==> src/rtl/na_sweep_pkg.sv <==
// Shared definitions for the network-analyzer sweep sequencer.
// Holds the FSM encoding, bus register offsets and control/status bit positions.
// No logic, no latency, no flow control.
package na_sweep_pkg;

  typedef enum logic [2:0] {
    ST_IDLE = 3'd0,
    ST_LOAD = 3'd1,
    ST_ARM  = 3'd2,
    ST_WAIT = 3'd3,
    ST_PUSH = 3'd4,
    ST_NEXT = 3'd5
  } state_t;

  localparam logic [15:0] REG_CTRL   = 16'h0000;
  localparam logic [15:0] REG_START  = 16'h0004;
  localparam logic [15:0] REG_STEP   = 16'h0008;
  localparam logic [15:0] REG_NPTS   = 16'h000C;
  localparam logic [15:0] REG_STATUS = 16'h0010;

  localparam int CTRL_START = 0;
  localparam int CTRL_ABORT = 1;
  localparam int CTRL_CONT  = 2;

  localparam int STAT_BUSY      = 0;
  localparam int STAT_DONE      = 1;
  localparam int STAT_ABORTED   = 2;
  localparam int STAT_STATE_LSB = 4;
  localparam int STAT_IDX_LSB   = 16;

endpackage

==> src/rtl/na_sweep_regs.sv <==
// Bus register file for the sweep sequencer: config registers, status read mux, start/abort strobes.
// Latency: ack/rdata one cycle after wen/ren; start/abort strobes are combinational from the write.
// Backpressure: none, every bus access is acknowledged on the next cycle.
// Ports: clk/rst; bus addr/wen/ren/wdata -> ack/rdata; config outputs start_freq/step_freq/npoints/cont;
//        strobes start/abort; status inputs busy/done/aborted/state/idx from the sequencer FSM.
module na_sweep_regs
  import na_sweep_pkg::*;
#(
  parameter int PHASEBITS = 32,
  parameter int IDXBITS   = 16
) (
  input  logic                 clk,
  input  logic                 rst,
  input  logic [15:0]          addr,
  input  logic                 wen,
  input  logic                 ren,
  input  logic [31:0]          wdata,
  output logic                 ack,
  output logic [31:0]          rdata,
  output logic [PHASEBITS-1:0] start_freq,
  output logic [PHASEBITS-1:0] step_freq,
  output logic [IDXBITS-1:0]   npoints,
  output logic                 cont,
  output logic                 start,
  output logic                 abort,
  input  logic                 busy,
  input  logic                 done,
  input  logic                 aborted,
  input  state_t               state,
  input  logic [15:0]          idx
);

  logic        ctrl_wr;
  logic [31:0] status;
  logic [31:0] rd_mux;

  // Strobes are decoded straight from the bus so the FSM acts on the cycle after the write.
  assign ctrl_wr = wen && (addr == REG_CTRL);
  assign start   = ctrl_wr && wdata[CTRL_START];
  assign abort   = ctrl_wr && wdata[CTRL_ABORT];

  always_comb begin
    status                          = '0;
    status[STAT_BUSY]               = busy;
    status[STAT_DONE]               = done;
    status[STAT_ABORTED]            = aborted;
    status[STAT_STATE_LSB +: 4]     = 4'(state);
    status[STAT_IDX_LSB +: 16]      = idx;
  end

  always_comb begin
    rd_mux = '0;
    unique case (addr)
      REG_CTRL:   rd_mux[CTRL_CONT] = cont;
      REG_START:  rd_mux = 32'(start_freq);
      REG_STEP:   rd_mux = 32'(step_freq);
      REG_NPTS:   rd_mux = 32'(npoints);
      REG_STATUS: rd_mux = status;
      default:    rd_mux = '0;
    endcase
  end

  always_ff @(posedge clk) begin
    if (rst) begin
      ack        <= 1'b0;
      rdata      <= '0;
      start_freq <= '0;
      step_freq  <= '0;
      npoints    <= '0;
      cont       <= 1'b0;
    end else begin
      ack   <= wen | ren;
      rdata <= ren ? rd_mux : '0;
      if (ctrl_wr)                     cont       <= wdata[CTRL_CONT];
      // Config writes land here at any time; the sequencer only samples them at start.
      if (wen && addr == REG_START)    start_freq <= PHASEBITS'(wdata);
      if (wen && addr == REG_STEP)     step_freq  <= PHASEBITS'(wdata);
      if (wen && addr == REG_NPTS)     npoints    <= IDXBITS'(wdata);
    end
  end

endmodule

==> src/rtl/na_sweep_sequencer.sv <==
// Steps an IQ block through npoints frequencies and streams the I/Q sums of each point.
// Latency: freq write pulse 1 cycle after start; record valid 1 cycle after averaging ends.
// Backpressure: a record is held stable until res_ready_i; the sweep stalls meanwhile.
// Ports: clk_i/rst_i; system bus addr/wen/ren/wdata/ack/rdata; IQ side iq_freq_o/iq_freq_we_o,
//        iq_avg_i, iq_i_sum_i/iq_q_sum_i; result stream res_valid_o/res_ready_i with res_i_o,
//        res_q_o, res_idx_o, res_last_o.
module na_sweep_sequencer
  import na_sweep_pkg::*;
#(
  parameter int PHASEBITS = 32,
  parameter int SUMBITS   = 62,
  parameter int IDXBITS   = 16
) (
  input  logic                 clk_i,
  input  logic                 rst_i,
  input  logic [15:0]          addr,
  input  logic                 wen,
  input  logic                 ren,
  input  logic [31:0]          wdata,
  output logic                 ack,
  output logic [31:0]          rdata,
  output logic [PHASEBITS-1:0] iq_freq_o,
  output logic                 iq_freq_we_o,
  input  logic                 iq_avg_i,
  input  logic [SUMBITS-1:0]   iq_i_sum_i,
  input  logic [SUMBITS-1:0]   iq_q_sum_i,
  output logic                 res_valid_o,
  input  logic                 res_ready_i,
  output logic [SUMBITS-1:0]   res_i_o,
  output logic [SUMBITS-1:0]   res_q_o,
  output logic [IDXBITS-1:0]   res_idx_o,
  output logic                 res_last_o
);

  localparam logic [IDXBITS-1:0] IDX_ONE = IDXBITS'(1);

  state_t               state;
  logic [PHASEBITS-1:0] reg_start, reg_step, cfg_start, cfg_step;
  logic [IDXBITS-1:0]   reg_npts, cfg_npts, idx;
  logic                 cont, start, abort, done, aborted, busy;

  assign busy = (state != ST_IDLE);

  na_sweep_regs #(
    .PHASEBITS(PHASEBITS),
    .IDXBITS  (IDXBITS)
  ) u_regs (
    .clk       (clk_i),
    .rst       (rst_i),
    .addr      (addr),
    .wen       (wen),
    .ren       (ren),
    .wdata     (wdata),
    .ack       (ack),
    .rdata     (rdata),
    .start_freq(reg_start),
    .step_freq (reg_step),
    .npoints   (reg_npts),
    .cont      (cont),
    .start     (start),
    .abort     (abort),
    .busy      (busy),
    .done      (done),
    .aborted   (aborted),
    .state     (state),
    .idx       (16'(idx))
  );

  // iq_freq_o doubles as the running frequency register of the sweep.
  always_ff @(posedge clk_i) begin
    if (rst_i) begin
      state        <= ST_IDLE;
      cfg_start    <= '0;
      cfg_step     <= '0;
      cfg_npts     <= '0;
      idx          <= '0;
      done         <= 1'b0;
      aborted      <= 1'b0;
      iq_freq_o    <= '0;
      iq_freq_we_o <= 1'b0;
      res_valid_o  <= 1'b0;
      res_i_o      <= '0;
      res_q_o      <= '0;
      res_idx_o    <= '0;
      res_last_o   <= 1'b0;
    end else begin
      iq_freq_we_o <= 1'b0;
      if (abort) begin
        // Abort wins over everything, including a start in the same write.
        state       <= ST_IDLE;
        res_valid_o <= 1'b0;
        aborted     <= 1'b1;
      end else begin
        unique case (state)
          ST_IDLE: begin
            if (start) begin
              aborted <= 1'b0;
              if (reg_npts == '0) begin
                done <= 1'b1;
              end else begin
                done         <= 1'b0;
                cfg_start    <= reg_start;
                cfg_step     <= reg_step;
                cfg_npts     <= reg_npts;
                idx          <= '0;
                iq_freq_o    <= reg_start;
                iq_freq_we_o <= 1'b1;
                state        <= ST_LOAD;
              end
            end
          end
          ST_LOAD: state <= ST_ARM;
          ST_ARM: begin
            if (iq_avg_i) state <= ST_WAIT;
          end
          ST_WAIT: begin
            if (!iq_avg_i) begin
              res_i_o     <= iq_i_sum_i;
              res_q_o     <= iq_q_sum_i;
              res_idx_o   <= idx;
              res_last_o  <= (idx == cfg_npts - IDX_ONE);
              res_valid_o <= 1'b1;
              state       <= ST_PUSH;
            end
          end
          ST_PUSH: begin
            if (res_ready_i) begin
              res_valid_o <= 1'b0;
              if (!res_last_o) begin
                state <= ST_NEXT;
              end else if (cont) begin
                // Continuous mode reads the live control bit so clearing it ends after this pass.
                idx          <= '0;
                iq_freq_o    <= cfg_start;
                iq_freq_we_o <= 1'b1;
                state        <= ST_LOAD;
              end else begin
                done  <= 1'b1;
                state <= ST_IDLE;
              end
            end
          end
          ST_NEXT: begin
            idx          <= idx + IDX_ONE;
            iq_freq_o    <= iq_freq_o + cfg_step;
            iq_freq_we_o <= 1'b1;
            state        <= ST_LOAD;
          end
          default: state <= ST_IDLE;
        endcase
      end
    end
  end

endmodule

==> config.mk <==
export PLATFORM = sky130hd
export DESIGN_NAME = na_sweep_sequencer
export DESIGN_NICKNAME = d
export VERILOG_FILES = /design/src/rtl/na_sweep_pkg.sv /design/src/rtl/na_sweep_regs.sv /design/src/rtl/na_sweep_sequencer.sv
export SDC_FILE = /design/constraint.sdc
export NUM_CORES = 1
export LEC_CHECK = 0
export CAP_MARGIN = 20
export CORE_MARGIN = 4
export CORE_UTILIZATION = 35
export DETAILED_ROUTE_END_ITERATION = 8
export GPL_ROUTABILITY_DRIVEN = 0
export PLACE_DENSITY = 0.68
export SETUP_SLACK_MARGIN = 0.4
export SLEW_MARGIN = 20
export SYNTH_ARGS = -nofsm -noshare
export SYNTH_HDL_FRONTEND = slang
export SYNTH_SLANG_ARGS = --single-unit
==> constraint.sdc <==
create_clock -name clk_i -period 2.77 [get_ports clk_i]
set_input_delay 0.4155 -clock clk_i [delete_from_list [all_inputs] [get_ports clk_i]]
set_output_delay 0.4155 -clock clk_i [all_outputs]
set_load 0.1 [all_outputs]
# [Yosys cells after proc, flatten, opt, wreduce, memory -nomap -nowiden]
# Cells that the tools add are included.
[word_totals] register_bits=390 input_bits=178 output_inout_bits=208 elab_cells=111
[op_classes] n_addsub=3 n_eq_ne=18 muxes=41 bitwise=5 n_reduce_logical=24
[op_table] operator="two-way mux 32 bit" n=5
[op_table] operator="one-hot mux 29 bit (4 select lines)" n=1
[op_table] operator="one-hot mux 32 bit (3 select lines)" n=1
[op_table] operator="two-way mux 16 bit" n=5
[op_table] operator="one-hot mux 16 bit (3 select lines)" n=1
[op_table] operator="adder 32 bit" n=1
[op_table] operator="equality test 16 x 4 -> 1 bit, second input constant" n=2
[op_table] operator="logical NOT 16 bit" n=2
[op_table] operator="two-way mux 3 bit" n=6
[op_table] operator="one-hot mux 3 bit (6 select lines)" n=1
[op_table] operator="adder 16 x 1 -> 16 bit, second input constant" n=1
[op_table] operator="equality test 16 bit" n=1
[op_table] operator="equality test 16 x 3 -> 1 bit, second input constant" n=1
[op_table] operator="equality test 16 x 5 -> 1 bit, second input constant" n=1
[op_table] operator="two-way mux 1 bit" n=16
[op_table] operator="subtractor 16 x 1 -> 16 bit, second input constant" n=1
[op_table] operator="!= test 2 bit, second input constant" n=7
[op_table] operator="one-hot mux 2 bit (4 select lines)" n=1
[op_table] operator="nonzero test 2 bit" n=4
[op_table] operator="AND reduction 7 bit" n=1
[op_table] operator="equality test 3 x 2 -> 1 bit, second input constant" n=2
[op_table] operator="equality test 3 bit, second input constant" n=2
[op_table] operator="logical AND 1 bit" n=6
[op_table] operator="AND reduction 3 bit" n=2
[op_table] operator="14 further kinds" n=20

# [Logic depth before layout (Yosys ltp)]
[depth] word_depth=6 mapped_depth=12 ltp_nobuf=12

# [Cells and area by module]
# From an unflattened synthesis, not the netlist that was laid out.
[hier_totals] hier_cells=2217 hier_area_um2=17400.4
[by_module_without_submodules] mod="na_sweep_sequencer" instances=1 cells_each=1658 area_per_inst_um2=12558.3 seq_area_each_um2=5525.3
[by_module_without_submodules] mod="na_sweep_regs" instances=1 cells_each=559 area_per_inst_um2=4842.1 seq_area_each_um2=2282.2

# [Worst setup path after synthesis]
# OpenSTA, ideal clock, no wires.
[synth_path] kind="register to register" startpoint="reg iq_freq_o[0]" endpoint="reg iq_freq_o[24]" setup_ns=0.070 t_arrival_ns=3.447 t_required_ns=2.700 setup_slack_ns=-0.748 path_stages_with_launch=13 n_path_buf=0 synth_period_minus_slack_ns=3.518 cell_sequence="dfxtp_1 ha_1 inv_1 fa_1 and2b_1 o31a_2 o211ai_1 a31o_2 o31a_4 o31ai_1 mux2i_1 o211ai_1 a21oi_1"
[synth_via] elab_chain_len=2
[synth_lines] element="from (decl)" line="na_sweep_sequencer.sv:22" rtl="output logic [PHASEBITS-1:0] iq_freq_o,"
[synth_lines] element="from (signal assigned)" line="na_sweep_sequencer.sv:106" rtl="iq_freq_o <= reg_start;"
[synth_lines] element="from (signal assigned)" line="na_sweep_sequencer.sv:134" rtl="iq_freq_o <= cfg_start;"
[synth_lines] element="from (signal assigned)" line="na_sweep_sequencer.sv:145" rtl="iq_freq_o <= iq_freq_o + cfg_step;"
[synth_lines] element="adder 32 bit" line="na_sweep_sequencer.sv:145"
[synth_lines] element="one-hot mux 32 bit (3 select lines)" line="na_sweep_sequencer.sv:94" rtl="unique case (state)"
# Every way passes these cells.
# A chain may end at the register's enable or synchronous reset.

# [Final worst setup path]
[layout_path] startpoint="reg iq_freq_o[0]" endpoint="reg iq_freq_o[26]"
# The elaborated chain is that of the path after synthesis.

==> results.txt <==
status - finished, violations left
failing checks - negative setup slack
RSZ-0062 raised after global routing - yes
Lkg Pwr - 8.99 nW
vias per cell - 5.30
final hold viol count - 0
CTS buffer count - 44
Post-DP Area - 21300 sq um
CP required - 3.24 ns
Hold Crit Class - in2reg
Clock Skew - 0.0208 ns
Syn Nets - 2294
worst setup margin - -0.154 ns
CTS tree - yes
Worst Setup End Kind - register
most common cell after layout, fill and taps aside - nand2_1
Synth Cell Area - 16600 sq um
cell total after placement - 3038
most frequent cells in the layout - 629 x nand2_1, 355 x dfxtp_1, 328 x a21oi_1, 316 x buf_4, 165 x clkdlybuf4s50_1
sw frac - 21.4%
num ports - 386
layout cells sized above 1 - 22.8%
first-pass GRT wire length - 89600 um
final setup fails - 8
Synth top area share - 47.0%
Worst-Skew Late Latency - 0.58 ns
max_cap viols - 0
Worst Hold End - res_i_o[50]
Synth Warn # - 0
Slew @ Worst Pin - 0.877 ns
vias in the first global route - 15900
WL/cell - 19.5 um
hold-critical path depth - 3
hold path startpoint - iq_i_sum_i[50]
asr flop ratio synth - 0%
power per standard cell area - 510 nW/um^2
row count - 79
starting density of the core - 35.5%
area leader, netlist - dfxtp_1
Seq/Total Area, Yosys - 47.0%
GRT Total Usage - 21.9%
Worst R2R Path Depth - 14
Slew Limit Fails - 0
post-route cell area - 23700 sq um
Post-Layout Cell Count - 3153
die area - 51000 sq um
DRC - 0
Clock Power Share - 50.1%
clk root buf - clkbuf_16
fin crit period - 2.92 ns
Tcrit/Tclk final - 106%
CTS clk-pin slew, worst paths - 0.06 ns
RR Endpoint - iq_freq_o[26]
die height - 226 um
final wirelength - 61400 um
largest cells by area after synthesis - dfxtp_1 47%, nand2_1 14%, a21oi_1 10%
1st-iter DRT viols - 1387
crit path launch type - register
Routed Antenna Nets - 0
detailed placement HPWL - 43200 um
Initial DRT Pass Iterations - 7
Post-synth EDFFs - 0
clk sinks - 390
Comb pwr share - 3.7%
initial antenna violation count - 1
Seq cells post-synth - 390
Crit Path Max Fanout - 6
reg2reg setup slack - -0.15 ns
final core utilization - 50.8%
internal power - 0.00952 W
Die Width - 226 um
H-tree depth - 2
share of power burned in registers - 46.2%
Main synth FF type - dfxtp_1
Mapped Cells - 2082
Core ar. - 46800 sq um
switching power - 0.00260 W
WP data arrival - 3.40 ns
antenna cell count - 0
nets@finish - 2723
via count - 16700
f_max - 342 MHz
smallest hold slack - 0.397 ns
Worst VDD drop - 0.483 mV
Mean Syn Cell Area - 7.97 sq um
filler cell count - 4317
max_slew headroom - 41.6%
largest net degree at the start of global routing - 154
total grt overflow - 0
CTS Buffer Depth - 3
WS Path Type - reg2reg
Yosys cell types - 71
FF-to-FF Start - iq_freq_o[0]
I/O Buffers - 385
area grow syn2layout - 43.0%
-- state kept, by name, indices dropped and copies added, names as in the netlist, 32 cells and up --
register           count
u_regs.rdata          32
iq_freq_o             32
u_regs.start_freq     32
cfg_start             32
res_q_o               62
res_i_o               62
cfg_step              32
u_regs.step_freq      32
-- critical path: stages, from the launching register on --
cell	delay [ns]
dfxtp_4	0.35
ha_4	0.16
inv_2	0.05
fa_2	0.19
and2b_1	0.19
o31a_2	0.34
o211ai_1	0.27
a31o_2	0.29
o31a_4	0.23
buf_4	0.13
buf_6	0.08
o21ai_2	0.05
a21oi_2	0.19
o32ai_2	0.11
a21o_1	0.17
-- synth_stat cells (all sizes together), types with 9 or more instances --
master / number
a21oi: 340
xnor2: 31
nand2: 631
clkbuf: 116
inv: 12
nor4: 14
nand3: 25
a222oi: 22
a22oi: 10
mux2: 17
nor3: 17
o21ai: 46
buf: 31
mux2i: 29
and3: 14
a31oi: 12
a211oi: 25
nand2b: 9
o211ai: 10
xor2: 27
dfxtp: 390
a21o: 16
ha: 33
nor2: 126
-- what timing repair did --
| item | CTS | global route |
|---|---|---|
| endpoints found under the setup margin | 30 | 217 |
| resized for setup | 53 | 86 |
| buffers inserted | 8 | 19 |
| pin swaps | 20 | 27 |
| hold buffers | 0 | 0 |
| gates cloned | 0 | 7 |
| endpoints found under the hold margin | 0 | 0 |
-- metrics by stage --
step | total power, W | setup slack (ns) | TNS (ns)
floorplan | 0.00582 | -0.0525 | -0.130
global placement | 0.00615 | -0.263 | -9.70
detailed placement | 0.00615 | -0.308 | -18.87
CTS | 0.0122 | -0.109 | -0.294
global route | 0.0125 | -0.256 | -1.49
finish | 0.0121 | -0.154 | -0.698
-- power groups by stage --
stage | sequential (W) | combinational [W] | clock, W
5_1_grt | 0.00559 | 0.000465 | 0.00643
2_1_floorplan | 0.00573 | 0.0000944 | 0
3_5_place_dp | 0.00572 | 0.000433 | 0
3_3_place_gp | 0.00572 | 0.000434 | 0
6_report | 0.00559 | 0.000447 | 0.00608
4_1_cts | 0.00559 | 0.000437 | 0.00621
-- worst max-delay path by stage --
stage,startpoint,endpoint,slack (ns),depth (start not counted)
2_1_floorplan,iq_freq_o[0],iq_freq_o[30],-0.05,12
3_3_place_gp,addr[5],idx[4],-0.26,11
3_5_place_dp,addr[5],iq_freq_o[26],-0.31,10
4_1_cts,cfg_step[0],iq_freq_o[30],-0.11,12
5_1_grt,iq_freq_o[0],iq_freq_o[30],-0.26,12
6_report,iq_freq_o[0],iq_freq_o[26],-0.15,14
-- layer usage --
metal  vias to the layer above  global-route usage (%)  part of all wire, %
met5                         -                       0                0.018
met2                       726                    36.9                   48
li1                       7940                       -                    -
met3                       123                    3.83                  7.6
met4                         2                    8.89                  3.6
met1                      7915                    28.0                   41
-- final cells by class --
type                            instances  area (sq um)  area share (%)
Clock inverter                         15           166           0.701
Inverter                               12          45.0           0.190
Clock buffer                           66          1360            5.72
Sequential cell                       390          7890            33.2
Timing Repair Buffer                  529          4800            20.2
Multi-Input combinational cell       1534          8710            36.7
Tap cell                              607           759            3.20
-- logic make-up after synthesis --
logic type | Yosys count | share of synthesized area (%)
compound gates | 516 | 18.3
xor+xnor | 58 | 3.06
fa+ha+maj | 34 | 2.61
buf+inv | 159 | 3.85
flops | 390 | 47.0
mux | 46 | 2.90
simple gates | 879 | 22.2
(Power assumes the default switching activity.)
